File: config.mk
export PLATFORM = sky130hd
export DESIGN_NAME = dim_readout_seq
export DESIGN_NICKNAME = d
export VERILOG_FILES = /design/src/rtl/dim_readout_seq.sv
export SDC_FILE = /design/constraint.sdc
export NUM_CORES = 1
export LEC_CHECK = 0
export ABC_AREA = 1
export CORE_MARGIN = 2
export CORE_UTILIZATION = 53
export CTS_CLUSTER_SIZE = 25
export DETAILED_ROUTE_END_ITERATION = 16
export GPL_TIMING_DRIVEN = 1
export PLACE_DENSITY = 0.91
export SETUP_SLACK_MARGIN = 0.3
export SYNTH_ARGS = -nofsm -noshare
export SYNTH_HDL_FRONTEND = slang
export SYNTH_SLANG_ARGS = --single-unit
File: constraint.sdc
create_clock -name clk_i -period 2.2 [get_ports clk_i]
set_input_delay 0.66 -clock clk_i [delete_from_list [all_inputs] [get_ports clk_i]]
set_output_delay 0.66 -clock clk_i [all_outputs]
set_load 0.1 [all_outputs]
File: src/rtl/dim_readout_seq.sv
// dim_readout_seq: sequencer for one QSPI DIM readout line.
// Optional engine timeout in WAIT: define DIM_SEQ_TIMEOUT_EN.
module dim_readout_seq #(
   parameter int CLK_PER_US = 40,
   parameter int RST_CYCLES = 1000
) (
   input  logic        clk_i,
   input  logic        rst_i,
   input  logic        reset_i,
   input  logic        trig_i,
   input  logic [3:0]  last_reg_adr_i,
   input  logic [3:0]  max_dim_no_i,
   input  logic [9:0]  read_delay_i,
   output logic        busy_o,
   output logic        done_o,
   output logic        err_many_o,
   output logic        err_fb_o,
   output logic        err_ovf_o,
   output logic        err_tmo_o,
   output logic [3:0]  dim_count_o,
   output logic        dim_rst_o,
   output logic        rd_req_o,
   output logic [3:0]  rd_reg_o,
   output logic [3:0]  rd_dev_o,
   input  logic        rd_ack_i,
   input  logic [15:0] rd_data_i,
   input  logic        rd_last_i,
   input  logic        rd_fb_err_i,
   output logic        mem_we_o,
   output logic [6:0]  mem_addr_o,
   output logic [15:0] mem_data_o
);
   localparam int DLY_MAX = 1023 * CLK_PER_US;
   localparam int CNT_MAX = (DLY_MAX > RST_CYCLES) ? DLY_MAX : RST_CYCLES;
   localparam int CW = $clog2(CNT_MAX + 1);
   localparam logic [CW-1:0] RST_LOAD = CW'(RST_CYCLES - 1);
   localparam logic [CW-1:0] US_CLKS = CW'(CLK_PER_US);
   localparam logic [CW-1:0] ONE = CW'(1);

   typedef enum logic [2:0] {
      S_IDLE, S_DRST, S_REQ, S_WAIT, S_DELAY, S_DONE
   } state_t;

   state_t        state_q, state_d;
   logic [3:0]    last_q, last_d, max_q, max_d;
   logic [9:0]    rdly_q, rdly_d;
   logic [3:0]    reg_q, reg_d, dev_q, dev_d;
   logic [7:0]    ptr_q, ptr_d;
   logic [CW-1:0] cnt_q, cnt_d;
   logic          done_q, done_d, many_q, many_d;
   logic          fb_q, fb_d, ovf_q, ovf_d;
   logic [3:0]    dcnt_q, dcnt_d;
   logic          we_q, we_d;
   logic [6:0]    addr_q, addr_d;
   logic [15:0]   data_q, data_d;
   logic [4:0]    dev_inc;
   logic [CW-1:0] dly_clks;
   logic          go_drst, tmo_hit;

   assign dev_inc  = {1'b0, dev_q} + 5'd1;
   assign dly_clks = CW'(rdly_q) * US_CLKS;
   assign go_drst  = reset_i &&
      (state_q inside {S_IDLE, S_REQ, S_WAIT, S_DELAY});

`ifdef DIM_SEQ_TIMEOUT_EN
   logic [15:0] tcnt_q, tcnt_d;
   logic        tmo_q, tmo_d, tmo_clr;

   assign tmo_clr = go_drst || (state_q == S_IDLE && trig_i);
   assign tmo_hit = (state_q == S_WAIT) && !reset_i &&
      !rd_ack_i && (tcnt_q == 16'hFFFE);

   // Count WAIT cycles without an ack; flag a stalled engine.
   always_comb begin
      tcnt_d = (state_q == S_WAIT) ? tcnt_q + 16'd1 : 16'd0;
      tmo_d  = tmo_q;
      if (tmo_clr) tmo_d = 1'b0;
      if (tmo_hit) tmo_d = 1'b1;
   end

   // Timeout counter and sticky flag registers.
   always_ff @(posedge clk_i) begin
      if (rst_i) begin
         tcnt_q <= '0;
         tmo_q  <= 1'b0;
      end else begin
         tcnt_q <= tcnt_d;
         tmo_q  <= tmo_d;
      end
   end

   assign err_tmo_o = tmo_q;
`else
   assign tmo_hit   = 1'b0;
   assign err_tmo_o = 1'b0;
`endif

   // Next-state, sequencing counters, status flags and SRAM write.
   always_comb begin
      state_d = state_q;
      last_d  = last_q;
      max_d   = max_q;
      rdly_d  = rdly_q;
      reg_d   = reg_q;
      dev_d   = dev_q;
      ptr_d   = ptr_q;
      cnt_d   = cnt_q;
      done_d  = done_q;
      many_d  = many_q;
      fb_d    = fb_q;
      ovf_d   = ovf_q;
      dcnt_d  = dcnt_q;
      we_d    = 1'b0;
      addr_d  = addr_q;
      data_d  = data_q;
      if (go_drst) begin
         state_d = S_DRST;
         cnt_d   = RST_LOAD;
         done_d  = 1'b0;
         many_d  = 1'b0;
         fb_d    = 1'b0;
         ovf_d   = 1'b0;
      end else begin
         unique case (state_q)
            S_IDLE: begin
               if (trig_i) begin
                  last_d = last_reg_adr_i;
                  max_d  = max_dim_no_i;
                  rdly_d = read_delay_i;
                  done_d = 1'b0;
                  many_d = 1'b0;
                  fb_d   = 1'b0;
                  ovf_d  = 1'b0;
                  dcnt_d = '0;
                  ptr_d  = '0;
                  reg_d  = '0;
                  dev_d  = '0;
                  if (max_dim_no_i == 4'd0) begin
                     many_d  = 1'b1;
                     done_d  = 1'b1;
                     state_d = S_DONE;
                  end else begin
                     state_d = S_REQ;
                  end
               end
            end
            S_DRST: begin
               if (cnt_q == '0) state_d = S_IDLE;
               else cnt_d = cnt_q - ONE;
            end
            S_REQ: state_d = S_WAIT;
            S_WAIT: begin
               if (rd_ack_i) begin
                  if (ptr_q[7]) begin
                     ovf_d = 1'b1;
                  end else begin
                     we_d   = 1'b1;
                     addr_d = ptr_q[6:0];
                     data_d = rd_data_i;
                     ptr_d  = ptr_q + 8'd1;
                  end
                  if (rd_fb_err_i) begin
                     fb_d    = 1'b1;
                     done_d  = 1'b1;
                     state_d = S_DONE;
                  end else if (!rd_last_i) begin
                     if (dev_inc == {1'b0, max_q}) begin
                        many_d  = 1'b1;
                        done_d  = 1'b1;
                        state_d = S_DONE;
                     end else begin
                        dev_d   = dev_q + 4'd1;
                        state_d = S_REQ;
                     end
                  end else begin
                     if (reg_q == 4'd0) dcnt_d = dev_inc[3:0];
                     if (reg_q == last_q) begin
                        done_d  = 1'b1;
                        state_d = S_DONE;
                     end else begin
                        dev_d   = '0;
                        reg_d   = reg_q + 4'd1;
                        cnt_d   = dly_clks;
                        state_d = S_DELAY;
                     end
                  end
               end else if (tmo_hit) begin
                  done_d  = 1'b1;
                  state_d = S_DONE;
               end
            end
            S_DELAY: begin
               if (cnt_q <= ONE) state_d = S_REQ;
               else cnt_d = cnt_q - ONE;
            end
            S_DONE: state_d = S_IDLE;
            default: state_d = S_IDLE;
         endcase
      end
   end

   // State and datapath registers.
   always_ff @(posedge clk_i) begin
      if (rst_i) begin
         state_q <= S_IDLE;
         last_q  <= '0;
         max_q   <= '0;
         rdly_q  <= '0;
         reg_q   <= '0;
         dev_q   <= '0;
         ptr_q   <= '0;
         cnt_q   <= '0;
         done_q  <= 1'b0;
         many_q  <= 1'b0;
         fb_q    <= 1'b0;
         ovf_q   <= 1'b0;
         dcnt_q  <= '0;
         we_q    <= 1'b0;
         addr_q  <= '0;
         data_q  <= '0;
      end else begin
         state_q <= state_d;
         last_q  <= last_d;
         max_q   <= max_d;
         rdly_q  <= rdly_d;
         reg_q   <= reg_d;
         dev_q   <= dev_d;
         ptr_q   <= ptr_d;
         cnt_q   <= cnt_d;
         done_q  <= done_d;
         many_q  <= many_d;
         fb_q    <= fb_d;
         ovf_q   <= ovf_d;
         dcnt_q  <= dcnt_d;
         we_q    <= we_d;
         addr_q  <= addr_d;
         data_q  <= data_d;
      end
   end

   assign busy_o      = (state_q != S_IDLE);
   assign done_o      = done_q;
   assign err_many_o  = many_q;
   assign err_fb_o    = fb_q;
   assign err_ovf_o   = ovf_q;
   assign dim_count_o = dcnt_q;
   assign dim_rst_o   = (state_q == S_DRST);
   assign rd_req_o    = (state_q == S_REQ) || (state_q == S_WAIT);
   assign rd_reg_o    = reg_q;
   assign rd_dev_o    = dev_q;
   assign mem_we_o    = we_q;
   assign mem_addr_o  = addr_q;
   assign mem_data_o  = data_q;
endmodule

; Word level (Yosys, flattened, before mapping)
; Index checks and enable logic that the tools add are counted.
[totals]
word_cells = 152
output_inout_bits = 44
in_bits = 41
register_bits = 85
[classes]
eq_ne = 34
n_reduce_logical = 28
order_cmp = 1
bitwise = 4
n_mux = 60
n_mul = 1
n_addsub = 5
[ops]
columns = op, count
row1 = 16-bit two-way mux, 6
row2 = 4-bit two-way mux, 14
row3 = 16-bit one-hot mux with 3 select lines, 1
row4 = 7-bit AND reduction, 5
row5 = "3-bit != test, second input constant", 9
row6 = "2-bit != test, second input constant", 13
row7 = 3-bit two-way mux, 8
row8 = 8-bit two-way mux, 3
row9 = 4-bit one-hot mux with 2 select lines, 3
row10 = 4-bit AND reduction, 6
row11 = 1-bit two-way mux, 18
row12 = "16-bit by 1-bit <= comparator with 1-bit output, second input constant", 1
row13 = 16-bit logical NOT, 1
row14 = 8-bit one-hot mux with 2 select lines, 1
row15 = "16-bit by 1-bit subtractor with 16-bit output, second input constant", 1
row16 = 3-bit one-hot mux with 5 select lines, 1
row17 = "10-bit by 3-bit multiplier with 13-bit output, second input constant", 1
row18 = 10-bit two-way mux, 1
row19 = 5-bit AND reduction, 2
row20 = "4-bit by 1-bit adder with 4-bit output, second input constant", 2
row21 = "8-bit by 1-bit adder with 8-bit output, second input constant", 1
row22 = 4-bit logical NOT, 2
row23 = "4-bit != test, second input constant", 2
row24 = 1-bit one-hot mux with 2 select lines, 4
row25 = other kinds (20), 27

; Depth between registers and ports, before layout
[logic_depth]
word_depth = 8
mapped_depth = 13

; Worst setup path before layout
; OpenSTA, ideal clock, no wires.
[synth_path]
path_kind = reg2reg
from = register dev_q[0], in the netlist rd_dev_o[0]
to = register dev_q[0], in the netlist rd_dev_o[0]
path_stages_with_launch = 13
path_buffers = 0
required_time_ns = 2.130
t_arrival_ns = 2.310
period_less_slack_ns = 2.380
slack_ns = -0.180
setup_time_ns = 0.070
cell_sequence = dfxtp_1 ha_1 inv_1 nand2_1 nand2_1 nand3_1 nor2_1 nand2_1 nand2_1 nand2_1 nand2_1 nand2_1 a21oi_1
[synth_between]
elab_chain_len = 6
[synth_lines]
columns = item, line
row1 = start: declaration, 47  ; logic [3:0] reg_q, reg_d, dev_q, dev_d;
row2 = start signal: assignment, 227  ; dev_q <= dev_d;
row3 = 4-bit by 1-bit adder with 4-bit output, 172  ; dev_d = dev_q + 4'd1;
row4 = 4-bit two-way mux, 167  ; if (dev_inc == {1'b0, max_q}) begin
row5 = 4-bit two-way mux, 166  ; end else if (!rd_last_i) begin
row6 = 4-bit two-way mux, 162  ; if (rd_fb_err_i) begin
row7 = 4-bit two-way mux, 153  ; if (rd_ack_i) begin
row8 = 4-bit one-hot mux with 2 select lines, 124  ; unique case (state_q)
; Several ways; a longest one is shown, not always the timed one. The select of a mux whose other input is x is not followed.
; A chain may end at the register's enable or synchronous reset.

; Worst setup path in the final report
[layout_path]
from = register rdly_q[7]
to = register cnt_q[11]
[layout_between]
elab_chain_len = 6
[layout_lines]
columns = item, line
row1 = start: declaration, 46  ; logic [9:0] rdly_q, rdly_d;
row2 = start signal: assignment, 225  ; rdly_q <= rdly_d;
row3 = 10-bit by 3-bit multiplier with 13-bit output, 61  ; assign dly_clks = CW'(rdly_q) * US_CLKS;
row4 = 16-bit two-way mux, 177  ; if (reg_q == last_q) begin
row5 = 16-bit two-way mux, 166
row6 = 16-bit two-way mux, 162
row7 = 16-bit two-way mux, 153
row8 = 16-bit one-hot mux with 3 select lines, 124
row9 = end signal: assignment, 229  ; cnt_q <= cnt_d;
row10 = end: declaration, 49  ; logic [CW-1:0] cnt_q, cnt_d;
; No other way between the ends. The select of a mux whose other input is x is not followed.

==> flow_metrics.env <==
export IMPL_rr_worst_depth=11
export IMPL_io_pins=85
export IMPL_wl_per_cell_um=16.2
export IMPL_cp_arrival_ps=2270
export IMPL_grt_pass1_vias=5232
export IMPL_synth_top_area_cell="dfxtp_1"
export IMPL_die_y_um=100
export IMPL_p_int_w=0.00402
export IMPL_grt_pass1_wl_mm=23.1
export IMPL_drtPass1Iterations=6
export IMPL_overflow=0
export IMPL_core_area_um2=9110
export IMPL_ir_drop_uv=761
export IMPL_yosys_top_cells_area="dfxtp_1, nand2_1, a21oi_1, nand3_1, nor2_1"
export IMPL_routabilityCongestion=0.900
export IMPL_grt_setup_unrepaired="true"
export IMPL_holdPathEnd="mem_data_o[14]$_SDFFE_PP0P_"
export IMPL_cts_tree="done"
export IMPL_route_vias_total=5713
export IMPL_setup_viol=0
export IMPL_ctsHtreeMaxLevel=3
export IMPL_grtUsageTotal_pct=28.1
export IMPL_combPwrFrac_pct=59.9
export IMPL_power_leakage_nw=2.97
export IMPL_hold_buffers=0
export IMPL_reg2reg_to="cnt_q[11]$_SDFFE_PP0P_"
export IMPL_ys_seq_area_share_pct=34.8
export IMPL_slew_violations=0
export IMPL_path_clk_slew_ps=90
export IMPL_max_freq_mhz=510
export IMPL_cts_sinks=85
export IMPL_syn_num_nets=819
export IMPL_crit_fanout=4
export IMPL_netlist_area_leader_share_pct=34.8
export IMPL_power_density_nw_per_um2=1200
export IMPL_nets=936
export IMPL_endpoint_kind="flip-flop"
export IMPL_crit_type="reg2reg"
export IMPL_worst_setup_path_start_kind="flip-flop"
export IMPL_status="complete, no violations"
export IMPL_drtAntennaViolNets=0
export IMPL_switchingPower_w=0.00407
export IMPL_syn_area_per_cell_um2=6.48
export IMPL_drc=0
export IMPL_port_buffers=83
export IMPL_skew_ps=12.6
export IMPL_n_fill_cell=593
export IMPL_hp_class="reg2reg"
export IMPL_p_sw_share_pct=50.3
export IMPL_avgViaCountPerCell=5.79
export IMPL_synth_common_cells="nand2_1, dfxtp_1, nor2_1"
export IMPL_antenna_cells=0
export IMPL_cts_path_max_buffers=2
export IMPL_r2r_slack_ps=240
export IMPL_required_ps=2510
export IMPL_netlist_area_um2=4890
export IMPL_async_flop_share_pct=0
export IMPL_multi_input_area_um2=3100
export IMPL_holdWs_ps=469
export IMPL_start_util_pct=53.6
export IMPL_yosysMostFrequentCell="nand2_1"
export IMPL_period_needed_ps=1960
export IMPL_antenna_found_initial=0
export IMPL_hold_viol_final=0
export IMPL_synth_cells=754
export IMPL_routed_wl_mm=15.9
export IMPL_p_seq_share_pct=26.7
export IMPL_drive_gt1_share_pct=24.0
export IMPL_hold_depth=2
export IMPL_die_w_um=100
export IMPL_yosys_cell_types_count=36
export IMPL_area_growth_pct=37.4
export IMPL_clk_latency_ps=380
export IMPL_drt_iter0_drc=511
export IMPL_p_clk_share_pct=13.4
export IMPL_grt_max_degree=38
export IMPL_cts_buffers_inserted=9
export IMPL_cts_root_buf="clkbuf_8"
export IMPL_p_total_w=0.00808
export IMPL_worst_hold_startpoint="mem_data_o[14]$_SDFFE_PP0P_"
export IMPL_timing_rr_start="rdly_q[7]$_SDFFE_PP0P_"
export IMPL_dp_hpwl_mm=9.81
export IMPL_die_area_um2=10000
export IMPL_maxCapViolCount=0
export IMPL_yosys_warnings=0
export IMPL_seq_area_um2=1750
export IMPL_synth_ff_type="dfxtp_1"
export IMPL_synth_edf_count=0
export IMPL_post_route_period_util_pct=89.1
export IMPL_synth_ff_latch_count=85
export IMPL_rows=35
-- layout by cell type, fill, tap and decap left out, drive strengths merged, types with 2 or more instances in the layout --
cell / instances
a211oi: 2
a21oi: 74
a31oi: 3
buf: 91
clkbuf: 10
clkdlybuf4s50: 38
clkinv: 2
clkinvlp: 2
dfxtp: 85
dlymetal6s2s: 2
ha: 23
inv: 87
nand2: 219
nand3: 68
nand3b: 3
nand4: 9
nor2: 87
nor3: 15
o21ai: 42
or2: 3
xnor2: 2
xor2: 2
-- through the flow --
| stage | setup TNS (ps) | area (µm²) | cells | setup slack, ps | utilization [%] |
|---|---|---|---|---|---|
| finish | 0 | 6710 | 987 | 239 | 73.7 |
| global route | 0 | 6710 | 987 | 154 | 73.7 |
| CTS | 0 | 6350 | 976 | 275 | 69.7 |
| detailed placement | -1020 | 6020 | 958 | -73.6 | 66.1 |
| global placement | -156 | 6020 | 958 | -28.1 | 66.1 |
| floorplan | 0 | 4930 | 754 | 303 | - |
-- area by class of cell --
cell class	count	share of cell area, %
inverter	85	4.81
timing repair buffer	131	18.1
sequential	85	26.0
clock inverter	6	0.839
multi-input combinational	559	46.2
tap	111	2.07
clock buffer	10	1.90
-- cell families after synthesis --
group,after synthesis,share of synthesized area (%)
simple gates,406,35.3
flops,85,34.8
compound gates,124,13.3
fa+ha+maj,24,6.30
buf+inv,110,9.42
other cells,1,0.0768
xor+xnor,4,0.717
-- worst max path at each step --
stage	start	endpoint	slack, ps
final	rdly_q[7]$_SDFFE_PP0P_	cnt_q[11]$_SDFFE_PP0P_	240
after global routing	rdly_q[4]$_SDFFE_PP0P_	cnt_q[11]$_SDFFE_PP0P_	150
after CTS	state_q[0]$_SDFFE_PP0P_	dim_rst_o	270
after detailed placement	reset_i	rd_reg_o[3]$_SDFFE_PP0P_	-70
after global placement	rd_ack_i	rd_reg_o[3]$_SDFFE_PP0P_	-30
after floorplan	state_q[1]$_SDFFE_PP0P_	mem_addr_o[0]$_SDFFE_PP0P_	300
-- per-layer routing --
metal	vias to the layer above	track usage (%)	share of wire [%]
li1	2671	-	-
met1	2579	33.7	38
met2	363	48.4	47
met3	100	5.92	8.7
met4	0	12.3	5.8
met5	-	0	0
-- worst max-delay path, stage by stage, from the launching register on --
cell and delay [ps]:
dfxtp_2 410, ha_4 220, ha_4 250, nand2_1 110, inv_1 90, a21oi_2 160, nand2_1 110, nand2_1 110
nand3_1 90, nand2_1 90, nand3_1 90, a21oi_2 160
-- power by group through the flow --
stage	Combinational, W	Clock [W]	Sequential, W
final	0.00484	0.00108	0.00216
after global routing	0.00518	0.00114	0.00220
after CTS	0.00420	0.00108	0.00209
after detailed placement	0.00398	0	0.00211
after global placement	0.00388	0	0.00210
after floorplan	0.00248	0	0.00251
-- timing repair --
| action | in CTS | in global routing |
|---|---|---|
| setup endpoints to repair | 42 | 77 |
| setup buffers | 2 | 11 |
| gates resized for setup | 30 | 63 |
| pin swaps | 7 | 16 |
-- sequential cells by signal, summed over array words and instances (netlist names), 3 cells and up --
register	cells
cnt_q	16
dim_count_o	4
last_q	4
max_q	4
mem_addr_o	7
mem_data_o	16
ptr_q	8
rd_dev_o	4
rd_reg_o	4
rdly_q	10
state_q	3
(Power assumes the default switching activity.)
